--- config.mk ---
export PLATFORM = sky130hd
export DESIGN_NAME = hazard_ctrl_flat
export DESIGN_NICKNAME = d
export VERILOG_FILES = /design/src/rtl/hazard_ctrl_if.sv /design/src/rtl/hazard_ctrl.sv /design/src/flat_wrapper.sv
export SDC_FILE = /design/constraint.sdc
export NUM_CORES = 1
export LEC_CHECK = 0
export CORE_MARGIN = 4
export CORE_UTILIZATION = 51
export DETAILED_ROUTE_END_ITERATION = 6
export GPL_ROUTABILITY_DRIVEN = 0
export PLACE_DENSITY = 0.85
export SYNTH_ARGS = -nofsm -noshare
export SYNTH_HDL_FRONTEND = slang
export SYNTH_SLANG_ARGS = --single-unit
--- constraint.sdc ---
create_clock -name clk -period 4.3 [get_ports clk]
set_input_delay 0.86 -clock clk [delete_from_list [all_inputs] [get_ports clk]]
set_output_delay 0.86 -clock clk [all_outputs]
set_load 0.1 [all_outputs]
--- src/rtl/hazard_ctrl_if.sv ---
// rtl/hazard_ctrl_if.sv - pipeline hazard signals between the datapath and hazard_ctrl
interface hazard_ctrl_if;
  logic       id_valid;
  logic       id_src1_used;
  logic       id_src2_used;
  logic [2:0] id_src1;
  logic [2:0] id_src2;
  logic       PR2_MEM_read;
  logic       PR2_RF_write_en;
  logic [2:0] PR2_dest;
  logic       branch_taken;
  logic       mem_busy;
  logic       pc_write_en;
  logic       PR1_write_en;
  logic       PR2_write_en;
  logic       PR1_flush;
  logic       PR2_flush;

  modport master (
    output id_valid, id_src1_used, id_src2_used, id_src1, id_src2,
    output PR2_MEM_read, PR2_RF_write_en, PR2_dest, branch_taken, mem_busy,
    input  pc_write_en, PR1_write_en, PR2_write_en, PR1_flush, PR2_flush
  );

  modport slave (
    input  id_valid, id_src1_used, id_src2_used, id_src1, id_src2,
    input  PR2_MEM_read, PR2_RF_write_en, PR2_dest, branch_taken, mem_busy,
    output pc_write_en, PR1_write_en, PR2_write_en, PR1_flush, PR2_flush
  );
endinterface

--- src/rtl/hazard_ctrl.sv ---
// rtl/hazard_ctrl.sv - load-use stall, memory wait and branch flush control
// with stall/flush performance counters.
module hazard_ctrl #(
  parameter int LOAD_STALL_CYCLES = 1,
  parameter int CNT_W             = 16
) (
  input  logic             clk,
  input  logic             rst,
  hazard_ctrl_if.slave     hif,
  output logic [CNT_W-1:0] stall_cycles,
  output logic [CNT_W-1:0] flush_count
);

  typedef enum logic [1:0] {RUN, LU_STALL, MEM_WAIT} state_t;

  localparam logic [2:0] BCNT_INIT = 3'(LOAD_STALL_CYCLES - 1);
  localparam logic [CNT_W-1:0] CNT_MAX = {CNT_W{1'b1}};

  state_t           state_q, state_d;
  logic [2:0]       bcnt_q, bcnt_d;
  logic [CNT_W-1:0] stall_q, stall_d;
  logic [CNT_W-1:0] flush_q, flush_d;

  logic load_use;
  logic pc_en, pr1_en, pr2_en, pr1_fl, pr2_fl, branch_flush;

  always_comb begin
    load_use = hif.PR2_MEM_read & hif.PR2_RF_write_en & (hif.PR2_dest != 3'd0) &
               hif.id_valid &
               ((hif.id_src1_used & (hif.id_src1 == hif.PR2_dest)) |
                (hif.id_src2_used & (hif.id_src2 == hif.PR2_dest)));
  end

  always_ff @(posedge clk or posedge rst) begin
    if (rst) begin
      state_q <= RUN;
      bcnt_q  <= 3'd0;
      stall_q <= '0;
      flush_q <= '0;
    end else begin
      state_q <= state_d;
      bcnt_q  <= bcnt_d;
      stall_q <= stall_d;
      flush_q <= flush_d;
    end
  end

  // MEM_WAIT with memory ready is evaluated exactly like RUN.
  always_comb begin
    state_d = state_q;
    bcnt_d  = bcnt_q;
    case (state_q)
      LU_STALL: begin
        if (hif.branch_taken) begin
          state_d = RUN;
          bcnt_d  = 3'd0;
        end else if (hif.mem_busy) begin
          state_d = LU_STALL;
        end else if (bcnt_q <= 3'd1) begin
          state_d = RUN;
          bcnt_d  = 3'd0;
        end else begin
          bcnt_d = bcnt_q - 3'd1;
        end
      end
      default: begin
        if (state_q == MEM_WAIT && hif.mem_busy) begin
          state_d = MEM_WAIT;
        end else if (hif.branch_taken) begin
          state_d = RUN;
        end else if (hif.mem_busy) begin
          state_d = MEM_WAIT;
        end else if (load_use && LOAD_STALL_CYCLES > 1) begin
          state_d = LU_STALL;
          bcnt_d  = BCNT_INIT;
        end else begin
          state_d = RUN;
        end
      end
    endcase
  end

  always_comb begin
    pc_en        = 1'b1;
    pr1_en       = 1'b1;
    pr2_en       = 1'b1;
    pr1_fl       = 1'b0;
    pr2_fl       = 1'b0;
    branch_flush = 1'b0;
    if (rst) begin
      pc_en  = 1'b0;
      pr1_en = 1'b0;
      pr2_en = 1'b0;
      pr1_fl = 1'b1;
      pr2_fl = 1'b1;
    end else if (state_q == MEM_WAIT && hif.mem_busy) begin
      pc_en  = 1'b0;
      pr1_en = 1'b0;
      pr2_en = 1'b0;
    end else if (hif.branch_taken) begin
      pr1_fl       = 1'b1;
      pr2_fl       = 1'b1;
      branch_flush = 1'b1;
    end else if (hif.mem_busy) begin
      pc_en  = 1'b0;
      pr1_en = 1'b0;
      pr2_en = 1'b0;
    end else if (state_q == LU_STALL || load_use) begin
      pc_en  = 1'b0;
      pr1_en = 1'b0;
      pr2_fl = 1'b1;
    end
  end

  always_comb begin
    stall_d = stall_q;
    flush_d = flush_q;
    if (!pc_en && stall_q != CNT_MAX) stall_d = stall_q + CNT_W'(1);
    if (branch_flush && flush_q != CNT_MAX) flush_d = flush_q + CNT_W'(1);
  end

  always_comb begin
    hif.pc_write_en  = pc_en;
    hif.PR1_write_en = pr1_en;
    hif.PR2_write_en = pr2_en;
    hif.PR1_flush    = pr1_fl;
    hif.PR2_flush    = pr2_fl;
    stall_cycles     = stall_q;
    flush_count      = flush_q;
  end

endmodule

--- src/flat_wrapper.sv ---
// flat-port wrapper written by rule: the top's interface ports become plain ports
module hazard_ctrl_flat 
#(
  parameter int LOAD_STALL_CYCLES = 1,
  parameter int CNT_W             = 16
)
  (clk, rst, stall_cycles, flush_count, hif_id_valid, hif_id_src1_used, hif_id_src2_used, hif_id_src1, hif_id_src2, hif_PR2_MEM_read, hif_PR2_RF_write_en, hif_PR2_dest, hif_branch_taken, hif_mem_busy, hif_pc_write_en, hif_PR1_write_en, hif_PR2_write_en, hif_PR1_flush, hif_PR2_flush);
  hazard_ctrl_if hif_i ();
  input  logic clk;
  input  logic rst;
  output logic [CNT_W-1:0] stall_cycles;
  output logic [CNT_W-1:0] flush_count;
  input wire logic [$bits(hif_i.id_valid)-1:0] hif_id_valid;
  input wire logic [$bits(hif_i.id_src1_used)-1:0] hif_id_src1_used;
  input wire logic [$bits(hif_i.id_src2_used)-1:0] hif_id_src2_used;
  input wire logic [$bits(hif_i.id_src1)-1:0] hif_id_src1;
  input wire logic [$bits(hif_i.id_src2)-1:0] hif_id_src2;
  input wire logic [$bits(hif_i.PR2_MEM_read)-1:0] hif_PR2_MEM_read;
  input wire logic [$bits(hif_i.PR2_RF_write_en)-1:0] hif_PR2_RF_write_en;
  input wire logic [$bits(hif_i.PR2_dest)-1:0] hif_PR2_dest;
  input wire logic [$bits(hif_i.branch_taken)-1:0] hif_branch_taken;
  input wire logic [$bits(hif_i.mem_busy)-1:0] hif_mem_busy;
  output wire logic [$bits(hif_i.pc_write_en)-1:0] hif_pc_write_en;
  output wire logic [$bits(hif_i.PR1_write_en)-1:0] hif_PR1_write_en;
  output wire logic [$bits(hif_i.PR2_write_en)-1:0] hif_PR2_write_en;
  output wire logic [$bits(hif_i.PR1_flush)-1:0] hif_PR1_flush;
  output wire logic [$bits(hif_i.PR2_flush)-1:0] hif_PR2_flush;
  assign hif_i.id_valid = hif_id_valid;
  assign hif_i.id_src1_used = hif_id_src1_used;
  assign hif_i.id_src2_used = hif_id_src2_used;
  assign hif_i.id_src1 = hif_id_src1;
  assign hif_i.id_src2 = hif_id_src2;
  assign hif_i.PR2_MEM_read = hif_PR2_MEM_read;
  assign hif_i.PR2_RF_write_en = hif_PR2_RF_write_en;
  assign hif_i.PR2_dest = hif_PR2_dest;
  assign hif_i.branch_taken = hif_branch_taken;
  assign hif_i.mem_busy = hif_mem_busy;
  assign hif_pc_write_en = hif_i.pc_write_en;
  assign hif_PR1_write_en = hif_i.PR1_write_en;
  assign hif_PR2_write_en = hif_i.PR2_write_en;
  assign hif_PR1_flush = hif_i.PR1_flush;
  assign hif_PR2_flush = hif_i.PR2_flush;
  hazard_ctrl #(.LOAD_STALL_CYCLES(LOAD_STALL_CYCLES), .CNT_W(CNT_W)) u_core (.clk(clk), .rst(rst), .hif(hif_i), .stall_cycles(stall_cycles), .flush_count(flush_count));
endmodule
* Yosys cells after proc, flatten, opt, wreduce, memory -nomap -nowiden *
Cells that the tools add are included.

word-level totals
  register bits = 37
  output and inout port bits = 37
  word-level logic and storage cells = 58

operators by class
  add/subtract/negate cells = 3
  magnitude comparators = 1
  eq/ne operators = 8
  mux-type cells = 28
  bitwise operators = 7
  reductions and logical operators = 7

operator list
  cell                                                                              count
  16-bit by 1-bit adder with 16-bit output, second input constant                   2
  16-bit inequality test, second input constant                                     2
  1-bit two-way mux                                                                 18
  2-bit two-way mux                                                                 7
  3-bit two-way mux                                                                 3
  1-bit AND                                                                         6
  3-bit equality test                                                               2
  4-bit by 3-bit inequality test with 1-bit output, second input constant           1
  3-bit by 1-bit less-or-equal comparator with 1-bit output, second input constant  1
  1-bit logical AND                                                                 3
  3-bit nonzero test                                                                1
  3-bit by 1-bit subtractor with 3-bit output, second input constant                1
  2-bit by 1-bit equality test with 1-bit output, second input constant             1
  2-bit equality test, second input constant                                        1
  2-bit inequality test, second input constant                                      1
  2-bit AND reduction                                                               1
  1-bit zero test                                                                   1
  1-bit logical OR                                                                  1
  1-bit OR                                                                          1

* Longest topological paths before layout *
  depth after elaboration = 12
  depth in mapped cells = 7
  mapped depth without buffers = 7

* Worst setup path after synthesis *
No wires, ideal clock.

  path type = in2out
  start = in hif_PR2_dest[1]
  end = out hif_pc_write_en
  arrival time = 4.188 ns
  data required time = 3.440 ns
  setup slack = -0.748 ns
  stages = 5
  buffers on the path = 1
  path through = or3_1 > nand4_1 > a21oi_1 > o21ai_0 > buf_4

on the way
  word-level cells in the longest chain between the ends = 10
  elaborated cells on any way between the ends = 15
  those cells by class = eq/ne (2); mux (5); bitwise (6); reduce/logical (2)

ends and longest elaborated chain
  item                                         line                                                     text
  start: declaration                           flat_wrapper.sv:20                                       input wire logic [$bits(hif_i.PR2_dest)-1:0] hif_PR2_dest;
  3-bit equality test (tied with other cells)  hazard_ctrl.sv:30                                        ((hif.id_src1_used & (hif.id_src1 == hif.PR2_dest)) |
  1-bit AND, on equally long branches          hazard_ctrl.sv:30, hazard_ctrl.sv:28, hazard_ctrl.sv:31
  1-bit OR or 1-bit AND (tied branches)        hazard_ctrl.sv:30, hazard_ctrl.sv:28
  1-bit AND *                                  hazard_ctrl.sv:29                                        hif.id_valid &
  1-bit logical OR *                           hazard_ctrl.sv:108                                       end else if (state_q == LU_STALL || load_use) begin
  1-bit two-way mux * (5 in series)            --
  end: declaration                             flat_wrapper.sv:23                                       output wire logic [$bits(hif_i.pc_write_en)-1:0] hif_pc_write_en;

Every way passes the cells marked *; elsewhere a longest branch is shown, timed or not.

* Final worst setup path *
  start = in hif_PR2_dest[1]
  end = out hif_PR2_flush

on the way
  word-level cells in the longest chain between the ends = 10
  elaborated cells on any way between the ends = 15
  those cells by class = eq/ne (2); mux (5); bitwise (6); reduce/logical (2)

ends and longest elaborated chain
  item                                         line                                                     text
  3-bit equality test (tied with other cells)  hazard_ctrl.sv:30
  1-bit AND, on equally long branches          hazard_ctrl.sv:30, hazard_ctrl.sv:28, hazard_ctrl.sv:31
  1-bit OR or 1-bit AND (tied branches)        hazard_ctrl.sv:30, hazard_ctrl.sv:28
  1-bit AND *                                  hazard_ctrl.sv:29
  1-bit logical OR *                           hazard_ctrl.sv:108
  1-bit two-way mux *                          hazard_ctrl.sv:108
  1-bit two-way mux *                          hazard_ctrl.sv:104                                       end else if (hif.mem_busy) begin
  1-bit two-way mux *                          hazard_ctrl.sv:100                                       end else if (hif.branch_taken) begin
  1-bit two-way mux *                          hazard_ctrl.sv:96                                        end else if (state_q == MEM_WAIT && hif.mem_busy) begin
  1-bit two-way mux *                          hazard_ctrl.sv:90                                        if (rst) begin
  end: declaration                             flat_wrapper.sv:27                                       output wire logic [$bits(hif_i.PR2_flush)-1:0] hif_PR2_flush;

Marked as above.

==> impl_metrics.json <==
{
  "peakVddDrop_uv": 554,
  "diodes": 0,
  "end_kind": "output pin",
  "maxSlewViolCount": 0,
  "synth_cell_types": 33,
  "async_reset_ff_share_pct": 100,
  "remaining_drc_errors": 0,
  "synth_edf_count": 0,
  "p_int_uw": 810,
  "power_density_nw_per_um2": 623,
  "cts.sink_count": 37,
  "syn_nets": 206,
  "grt_max_degree": 39,
  "grt_setup_unrepaired": "no",
  "h-tree-depth": 2,
  "timing.reg2reg.setup_slack_ns": 2.20,
  "wirelength_mm": 4.14,
  "critPathArrivalTime_ns": 2.51,
  "final_common_cell": "clkdlybuf4s50_1",
  "antenna_left": 0,
  "postSynthAreaPerCell_um2": 10.3,
  "wl_per_cell_um": 14.3,
  "cts_root_buffer": "clkbuf_8",
  "synth_top_area_share_pct": 48.7,
  "min_path_type": "flop to flop",
  "top_level_ports": 55,
  "switching_share_pct": 50.6,
  "insertion_delay_ns": 0.28,
  "post_cts_resize_count": 0,
  "hpwl_mm": 3.15,
  "timing.final.crit_share_pct": 78.3,
  "grt_pass1_wl_mm": 7.31,
  "track_usage_pct": 18.7,
  "p_seq_share_pct": 30.7,
  "r2r-end": "u_core.stall_cycles[1]",
  "worst_pin_slew_ns": 0.994,
  "synth_area_um2": 1900,
  "grt_overflow": 0,
  "drive_gt1_share_pct": 9.84,
  "cts.path.max_buffers": 2,
  "synth_warnings": 0,
  "clock_skew_ns": 0.00819,
  "viasPerCell": 5.31,
  "ys_ff_latch": 37,
  "clkTransAtPathRegs_ns": 0.07,
  "critPathKind": "primary input to output pin",
  "crit_fanout": 3,
  "dieArea_um2": 4760,
  "ctsHoldBuffers": 0,
  "power.switching_uw": 830,
  "crit_required_ns": 3.44,
  "final_cell_mix": "clkdlybuf4s50_1, dfrtp_1, xnor2_1, nand2_1, xor2_1",
  "p_leak_uw": 0.00115,
  "fmax_mhz": 297,
  "netlist_instances": 184,
  "cp-start-kind": "primary input",
  "endpoint": "hif_PR2_flush",
  "synth_flop_cell": "dfrtp_1",
  "first_pass_iters": 4,
  "grt_pass1_vias": 1552,
  "worstSetupStartpoint": "hif_PR2_dest[1]",
  "tritoncts": "built",
  "core_area_um2": 3470,
  "rr_startpoint": "u_core.stall_cycles[0]",
  "worstRegToRegCells": 5,
  "post-cts-setup-buffers": 0,
  "drt_iter0_drc": 107,
  "nets": 265,
  "synth_area_leaders": "dfrtp_1, xnor2_1, xor2_1",
  "die_w_um": 69.0,
  "cap_violations": 0,
  "initial_core_util_pct": 54.8,
  "power_frac_comb_pct": 50.5,
  "maxSlewHeadroom_pct": 33.5,
  "setup_violations": 0,
  "die_h_um": 69.0,
  "num_rows": 21,
  "ys_seq_area_share_pct": 48.7,
  "synthToLayoutAreaGrowth_pct": 38.7,
  "period_minus_slack_ns": 3.37,
  "synth_top_area_cell": "dfrtp_1",
  "hold_violations": 0,
  "clockPowerShare_pct": 18.8,
  "numCtsBuffers": 5,
  "status": "finished clean",
  "grt_antenna_before_repair": 0,
  "finalSetupTns_ns": 0,
  "vias": 1541,
  "port_buffers": 54,
  "fin_hold_ws_ns": 0.498
}
[critical path, cell delays in order]
cell and delay [ns]:
clkdlybuf4s50_1 0.54, xnor2_1 0.13, nand4_1 0.11, a21oi_1 0.33, nor2_1 0.09, o21bai_1 0.22
buf_12 0.21
[how the worst min path moves through the flow]
| stage | startpoint | end | slack (ns) | depth (start not counted) |
|---|---|---|---|---|
| final | u_core.stall_cycles[9] | u_core.stall_cycles[9] | 0.50 | 1 |
| after global placement | u_core.bcnt_q[1] | u_core.bcnt_q[1] | 0.47 | 2 |
| after floorplan | u_core.bcnt_q[1] | u_core.bcnt_q[1] | 0.45 | 2 |
| after detailed placement | u_core.stall_cycles[9] | u_core.stall_cycles[9] | 0.49 | 1 |
| after global routing | u_core.stall_cycles[11] | u_core.stall_cycles[11] | 0.52 | 1 |
| after CTS | u_core.stall_cycles[9] | u_core.stall_cycles[9] | 0.50 | 1 |
[metal layers]
layer	part of all wire [%]	global-route usage [%]	vias up
met5	0	0	-
met4	0.65	4.56	0
met3	3.9	4.65	4
met2	54	32.6	40
met1	41	23.0	747
li1	-	-	750
[registers in the layout, summed over array words and instances (netlist names)]
register	count
u_core.bcnt_q	3
u_core.stall_cycles	16
u_core.flush_count	16
u_core.state_q	2
[power groups by stage]
stage	logic [uW]	registers (uW)	clock network [uW]
2_1_floorplan	161	970	0
3_3_place_gp	823	504	0
3_5_place_dp	833	509	0
4_1_cts	836	503	311
5_1_grt	860	521	327
6_report	829	503	309
[cell usage after synthesis (2+ instances only)]
cell	count
nand4_1	10
nand2_1	20
ha_1	4
nor3_1	7
nor2_1	11
buf_6	2
xor2_1	13
a21oi_1	5
nor4_1	3
and3_1	2
dfrtp_1	37
or3_1	2
mux2_2	2
inv_1	11
o21ai_0	7
nand3_1	10
xnor2_1	22
[per-stage QoR]
step	setup slack (ns)	total power [uW]	instances	util (%)	area, um^2
after floorplan	0.233	1130	184	-	1910
after global placement	0.988	1330	282	72.6	2520
after detailed placement	0.926	1340	282	72.6	2520
after CTS	0.925	1650	290	76.0	2640
after global routing	0.777	1710	290	76.0	2640
final	0.932	1640	290	76.0	2640
[cell families (layout without fill, tap and decap cells)]
family          count (synthesis)  after routing  share of synthesized area [%]
fa+ha+maj                       4              4                           2.64
compound gates                 18             18                           6.65
simple gates                   73             73                           20.3
xor+xnor                       35             35                           16.1
mux                             3              3                           1.78
flops                          37             37                           48.7
buf+inv                        14             74                           3.76
[layout make-up]
type,count,area (um^2)
tap,46,57.6
clock inverter,1,30.0
inverter,11,41.3
fill,243,833
timing repair buffer,55,586
sequential,37,926
multi-input combinational,133,908
clock buffer,7,86.3
Note: power is estimated with default switching activity, not from simulation.
==> patch (same flow settings) <==
The 3 states of `state_t` get a one-hot encoding in 3 bits.
--- a/src/rtl/hazard_ctrl.sv
+++ b/src/rtl/hazard_ctrl.sv
@@ -12,5 +12,5 @@
 );
 
-  typedef enum logic [1:0] {RUN, LU_STALL, MEM_WAIT} state_t;
+  typedef enum logic [2:0] {RUN = 3'b001, LU_STALL = 3'b010, MEM_WAIT = 3'b100} state_t;
 
   localparam logic [2:0] BCNT_INIT = 3'(LOAD_STALL_CYCLES - 1);
Check against the original RTL: same outputs for any inputs over 10 cycles, from zero or initial values and one cycle with rst high; not proved beyond that.
==> patch against the unedited design <==
  * Count of clock-buffer cells in the layout is 1 lower
  * Synthesized cell count grew 8.2%
  * Worst setup slack worse by 0.091 ns
  * Area after synthesis grew 5.3%
  * Sequential cell count grew 1
  * Total power grew 19%
  * Cell area up 1.9%
  * Wire length is 1.9% higher
  * Utilization fell by 3.7 points
  * Final cell count is 5.5% higher
  * Critical path depth decreased by 2
==> patch: results (changes against the unedited design) <==
First DRT Iteration DRCs=79 (was 107); fraction of power spent switching nets=56.82% (was 50.61%); portion of the layout cell area used by non-clock buffers=20.87% (was 22.22%); global router's overall resource usage=17.80% (was 18.67%); status=finished, final reports clean (unchanged); maximum clock skew at final layout=0.002917 ns (was 0.008190 ns); Netlist cell types=37 (was 33); final std cell area, no fill=2686 um^2 (was 2635 um^2); worst setup timing slack at the placement stage=0.8517 ns (was 0.9256 ns); Met2 Wirelength=2.023 mm (was 2.234 mm); fill cell total of the finished layout=280 (was 243); standby leakage power=1.102 nW (was 1.155 nW); number of sinks handled by clock tree synthesis=38 (was 37); fin cells=306 (was 290); Final #Nets=279 (was 265); clock network contribution to total cell area=3.540% (was 4.416%); sequential cell area=952.2 um^2 (was 925.9 um^2); per-cell via count in the routed design=5.412 (was 5.314); most area-consuming cells after synthesis=dfrtp_1 46%, xor2_1 8.8%, xnor2_1 6.6% (was dfrtp_1 49%, xnor2_1 10%, xor2_1 6.0%); Peak VDD IR=0.6608 mV (was 0.5544 mV); met2 Usage GRT=30.46% (was 32.63%); average wire per cell in the routed design=13.80 um (was 14.29 um); top post-synthesis cells by count=37 x dfrtp_1, 22 x nor2_1, 20 x xor2_1, 16 x nand2_1, 15 x xnor2_1 (was 37 x dfrtp_1, 22 x xnor2_1, 20 x nand2_1, 13 x xor2_1); total power density per cell area=726.6 nW/um^2 (was 622.5 nW/um^2); power of the combinational group=1.12 mW (was 0.829 mW)
[patch: path summary, 6_finish.rpt]
kind	endpoint	depth (start not counted)	from
setup / recovery	hif_PR1_write_en	5	hif_mem_busy
hold / removal	u_core.bcnt_q[2]	1	u_core.bcnt_q[2]
setup reg to reg	u_core.stall_cycles[15]	6	u_core.stall_cycles[5]
hold reg to reg	u_core.bcnt_q[2]	1	u_core.bcnt_q[2]
max in group asynchronous	u_core.state_q[0]	3	rst
min in group asynchronous	u_core.state_q[1]	3	rst
[patch: cells by family after synthesis]
kind of cell,synth area share (%)
XOR/XNOR,15.32
buffers and inverters,3.377
AND/OR/NAND/NOR,21.08
multiplexers,1.126
adder cells (fa/ha/maj),2.502
AO/OA/AOI/OAI,9.005
flip-flops,47.59
[patch: critical path, stage by stage]
cell and delay (ns):
clkdlybuf4s50_1 0.56, and4bb_2 0.33, or3_4 0.36, o21ai_1 0.15, buf_4 0.34
